`config.mk`:
```
export PLATFORM = sky130hd
export DESIGN_NAME = fir_decimator
export DESIGN_NICKNAME = d
export VERILOG_FILES = /design/src/rtl/fir_decimator.sv
export SDC_FILE = /design/constraint.sdc
export NUM_CORES = 1
export LEC_CHECK = 0
export ABC_AREA = 1
export CORE_MARGIN = 8
export CORE_UTILIZATION = 60
export CTS_CLUSTER_DIAMETER = 120
export DETAILED_ROUTE_END_ITERATION = 10
export GPL_TIMING_DRIVEN = 0
export PLACE_DENSITY = 0.8
export SLEW_MARGIN = 25
export SYNTH_ARGS = -nofsm -noshare
export SYNTH_HDL_FRONTEND = slang
export SYNTH_SLANG_ARGS = --single-unit
export TNS_END_PERCENT = 1
```
`constraint.sdc`:
```
create_clock -name clk -period 3.8 [get_ports clk]
set_clock_uncertainty 0.2 [all_clocks]
set_input_delay 0.38 -clock clk [delete_from_list [all_inputs] [get_ports clk]]
set_output_delay 0.38 -clock clk [all_outputs]
set_load 0.02 [all_outputs]
```
`src/rtl/fir_decimator.sv`:
```
// Decimator behind the FIR filter: keeps one of every DECIM accepted samples and buffers them in a show-ahead FIFO.
// Define FIR_DECIM_AVERAGE_EN to push the floor-average of each DECIM-sample block instead.
module fir_decimator #(
  parameter int DATA_W     = 16,
  parameter int DECIM      = 4,
  parameter int FIFO_DEPTH = 8
) (
  input  logic                            clk,
  input  logic                            reset,
  input  logic signed [DATA_W-1:0]        in_sample,
  input  logic                            in_valid,
  input  logic                            flush,
  output logic signed [DATA_W-1:0]        out_data,
  output logic                            out_valid,
  input  logic                            out_ready,
  output logic [$clog2(FIFO_DEPTH):0]     fifo_level,
  output logic                            overflow
);

  localparam int SH   = $clog2(DECIM);
  localparam int PH_W = (SH > 0) ? SH : 1;
  localparam int AW   = $clog2(FIFO_DEPTH);
  localparam int LW   = AW + 1;
  localparam logic [PH_W-1:0] PH_LAST = PH_W'(DECIM - 1);

  logic [PH_W-1:0]          r_phase;
  logic                     w_phase_last;
  logic                     w_push;
  logic signed [DATA_W-1:0] w_push_data;

  assign w_phase_last = (r_phase == PH_LAST);

  always_ff @(posedge clk or posedge reset) begin
    if (reset) begin
      r_phase <= '0;
    end else if (flush) begin
      r_phase <= '0;
    end else if (in_valid) begin
      r_phase <= w_phase_last ? '0 : r_phase + 1'b1;
    end
  end

`ifdef FIR_DECIM_AVERAGE_EN
  localparam int ACC_W = DATA_W + SH;

  logic signed [ACC_W-1:0] r_acc;
  logic signed [ACC_W-1:0] w_sum;

  // Accumulator is wide enough for DECIM full-scale samples, so the sum never wraps.
  assign w_sum       = r_acc + ACC_W'(in_sample);
  assign w_push      = in_valid && w_phase_last;
  assign w_push_data = DATA_W'(w_sum >>> SH);

  always_ff @(posedge clk or posedge reset) begin
    if (reset) begin
      r_acc <= '0;
    end else if (flush) begin
      r_acc <= '0;
    end else if (in_valid) begin
      r_acc <= w_phase_last ? '0 : w_sum;
    end
  end
`else
  assign w_push      = in_valid && (r_phase == '0);
  assign w_push_data = in_sample;
`endif

  logic signed [DATA_W-1:0] r_mem [FIFO_DEPTH];
  logic [AW-1:0]            r_wr_ptr;
  logic [AW-1:0]            r_rd_ptr;
  logic [LW-1:0]            r_level;
  logic                     r_overflow;
  logic signed [DATA_W-1:0] r_hold;
  logic                     w_empty;
  logic                     w_full;
  logic                     w_pop;
  logic                     w_wr;

  assign w_empty = (r_level == '0);
  assign w_full  = (r_level == LW'(FIFO_DEPTH));
  assign w_pop   = !w_empty && out_ready;
  // A full FIFO still accepts a push when the head leaves on the same edge.
  assign w_wr    = w_push && (!w_full || w_pop);

  always_ff @(posedge clk or posedge reset) begin
    if (reset) begin
      r_wr_ptr   <= '0;
      r_rd_ptr   <= '0;
      r_level    <= '0;
      r_overflow <= 1'b0;
      r_hold     <= '0;
    end else if (flush) begin
      r_wr_ptr   <= '0;
      r_rd_ptr   <= '0;
      r_level    <= '0;
      r_overflow <= 1'b0;
    end else begin
      if (w_wr) begin
        r_wr_ptr <= r_wr_ptr + 1'b1;
      end
      if (w_pop) begin
        r_rd_ptr <= r_rd_ptr + 1'b1;
        r_hold   <= r_mem[r_rd_ptr];
      end
      case ({w_wr, w_pop})
        2'b10:   r_level <= r_level + 1'b1;
        2'b01:   r_level <= r_level - 1'b1;
        default: r_level <= r_level;
      endcase
      if (w_push && w_full && !w_pop) begin
        r_overflow <= 1'b1;
      end
    end
  end

  always_ff @(posedge clk) begin
    if (w_wr && !flush) begin
      r_mem[r_wr_ptr] <= w_push_data;
    end
  end

  // When empty, present the last popped sample rather than a stale slot.
  assign out_data   = w_empty ? r_hold : r_mem[r_rd_ptr];
  assign out_valid  = !w_empty;
  assign fifo_level = r_level;
  assign overflow   = r_overflow;

endmodule

```
==> qor.csv <==
metric,value,unit
combinational power share,0.405,
Die Area,0.0145,mm2
sw frac,0.377,
Cell Int Power,3.79,mW
Site Rows,38,
worst r2r src,r_phase[0],
dpl ws,0.852,ns
nets@finish,620,
routed vias,4580,
maximum vdd ir drop,0.623,mV
Setup-failing EPs final,0,
CTS clock-pin slew for the worst setup and hold paths,0.07,ns
setup TNS,0,ns
PortBufs,42,
CTS Buffer Depth,2,
Core Area,0.0107,mm2
Flop pwr share,0.344,
initial antenna violation count,0,
synth top area cells,"edfxtp_1 (59%), dfrtp_1 (11%), o21ai_0 (5.1%), nor2_1 (4.7%), nand2_1 (3.1%)",
Die H,121,um
Post-Route WL,15.7,mm
Syn Area/Cell,12.5,um2
postcts setup bufs,0,
#FFs+latches synth,157,
final hold vios,0,
share of layout cells above drive strength 1,0.176,
Startpoint Class,flop,
Async SR Flop Fraction,0.185,
cts hold-fix bufs,0,
Setup crit end kind,output pin,
CP Max Fanout,10,
htree depth,4,
TritonCTS clock tree,done,
r2r setup slk,1.20,ns
commonest register cell after synthesis,edfxtp_1,
initial drt markers,571,
Final ANT Viol Nets,0,
CP arrival,3.03,ns
io pins,43,
"EDFF count, synth",128,
Critical Path RT,3.22,ns
Reg2Reg Depth,9,
Seq. cell area,0.00457,mm2
RSZ-0062 raised after global routing,no,
post-route insts no fill,747,
area occupied by multi-input gates,0.00174,mm2
GRT overflow,0,
post-synth top area share,0.586,
P_leak,2.78,nW
max_slew headroom,0.551,
first-pass GRT wire length,24.0,mm
syn_nets,551,
PwrDens,780,mW/mm2
Clock power frac,0.250,
final antenna diode count,0,
Residual DRC,0,
Area Overhead vs Synth,18.9,%
worst setup margin,0.192,ns
Synth top cells by count,"edfxtp_1 (128), nor2_1 (82), o21ai_0 (67)",
Fill cells,714,
post-placement cell count,715,
fmax,277,MHz
largest net degree at the start of global routing,30,
Final Max Slew Viols,0,
Vias/cell,6.13,
Root Driver,clkbuf_8,
RR Endpoint,r_mem[4][2],
Max Cap Viol,0,
"Warnings, synthesis",0,
Least-Margin Pin Slew,0.672,ns
DR pass1 iterations,5,
hpwl dp,10.4,mm
Synth area leader,edfxtp_1,
share of the yosys chip area belonging to registers,0.697,
Net Switching,2.29,mW
crit path kind,flop to output pin,
Post-Syn Instances,525,
vias in the first global route,4449,
Tcrit/Tclk final,0.950,
GRT Util Overall,0.220,
crit path time final,3.61,ns
RD Place Congestion,0.809,
die width,121,um
Worst-Skew Late Latency,0.53,ns
"Cell Area, Synth",0.00656,mm2
DR WL/cell,21.1,um
number of buffers created by CTS,17,
post-CTS sizing,0,
status,completed,
clock sink total,157,
top-count cell post-synth,edfxtp_1,
HP Class,input pin to async pin,
Initial Util,0.610,
Synth cell types,34,
==> layer usage <==
layer | routed length [um] | vias up | global-route usage
li1 | - | 2042 | -
met1 | 6280 | 2237 | 0.282
met2 | 7540 | 259 | 0.351
met3 | 1520 | 42 | 0.0555
met4 | 382 | 0 | 0.0952
met5 | 0 | - | 0
==> how the worst max path moves through the flow <==
stage	slack [ns]	depth (start not counted)	start	endpoint
detailed placement	0.85	8	out_ready	r_mem[2][11]
global route	0.13	7	r_rd_ptr[1]	out_data[13]
floorplan	1.42	8	r_phase[0]	r_mem[0][0]
CTS	0.27	7	r_rd_ptr[1]	out_data[2]
finish	0.19	7	r_rd_ptr[1]	out_data[2]
global placement	0.34	7	out_ready	r_mem[4][2]
==> power groups by stage <==
stage          Sequential [mW]  Combinational (mW)  Clock (mW)
2_1_floorplan             2.13                1.48           0
3_3_place_gp              2.12                2.35           0
3_5_place_dp              2.13                2.44           0
4_1_cts                   2.09                2.45        1.53
5_1_grt                   2.11                2.64        1.59
6_report                  2.09                2.46        1.52
==> state kept, by name (all words and copies together), names as in the netlist <==
signal,cells
fifo_level,4
overflow,1
r_hold,16
r_mem,128
r_phase,2
r_rd_ptr,3
r_wr_ptr,3
==> through the flow <==
| step | cell area [um2] | hold WS, ns | power, mW | util |
|---|---|---|---|---|
| final | 7790 | 0.0518 | 6.08 | 0.725 |
| after global routing | 7790 | 0.113 | 6.34 | 0.725 |
| after CTS | 7790 | 0.0666 | 6.07 | 0.725 |
| after detailed placement | 7270 | 0.269 | 4.56 | 0.677 |
| after global placement | 7150 | 0.265 | 4.47 | 0.666 |
| after floorplan | 6560 | 0.246 | 3.61 | - |
==> cell usage in the layout (no fill, tap or decap), drive strengths merged <==
master / synthesis / final
o221ai: 16 / 16
clkinv: 0 / 4
nand3b: 1 / 1
bufinv: 0 / 1
clkbuf: 6 / 28
clkinvlp: 0 / 4
nand4: 2 / 2
a21oi: 4 / 4
o21a: 1 / 1
edfxtp: 128 / 128
nand3: 7 / 7
or2: 1 / 1
clkdlybuf4s50: 0 / 42
ha: 5 / 5
o21ai: 121 / 121
xor2: 2 / 2
inv: 21 / 22
buf: 23 / 31
nand2: 58 / 58
o22ai: 16 / 16
dfrtp: 29 / 29
nor2: 84 / 84
==> layout make-up <==
cell class / instances / share of cell area
multi-input cells: 318 / 0.223
well taps: 140 / 0.0225
flip-flops and latches: 157 / 0.586
plain buffers: 29 / 0.0236
inverters: 21 / 0.0104
repair buffers: 50 / 0.0665
clock inverters: 10 / 0.0119
clock buffers: 22 / 0.0555
==> critical path, stage by stage, from the launching register on <==
cell             delay [ns]
dfrtp_1                0.48
inv_2                  0.14
clkbuf_1               0.45
o21ai_0                0.29
o221ai_2               0.24
o21ai_2                0.12
o21ai_1                0.15
clkdlybuf4s50_1        0.62
==> kinds of logic (layout without fill, tap and decap cells) <==
| logic type | count (synthesis) | count (layout) | share of synthesized area |
|---|---|---|---|
| AOI/OAI and AO/OA | 158 | 158 | 0.152 |
| DFF | 157 | 157 | 0.697 |
| and+or+nand+nor | 153 | 153 | 0.0979 |
| buffers and inverters | 50 | 132 | 0.0405 |
| adders and majority gates | 5 | 5 | 0.00954 |
| xor gates and xnor gates | 2 | 2 | 0.00267 |
Power figures use the tool's default switching activity.
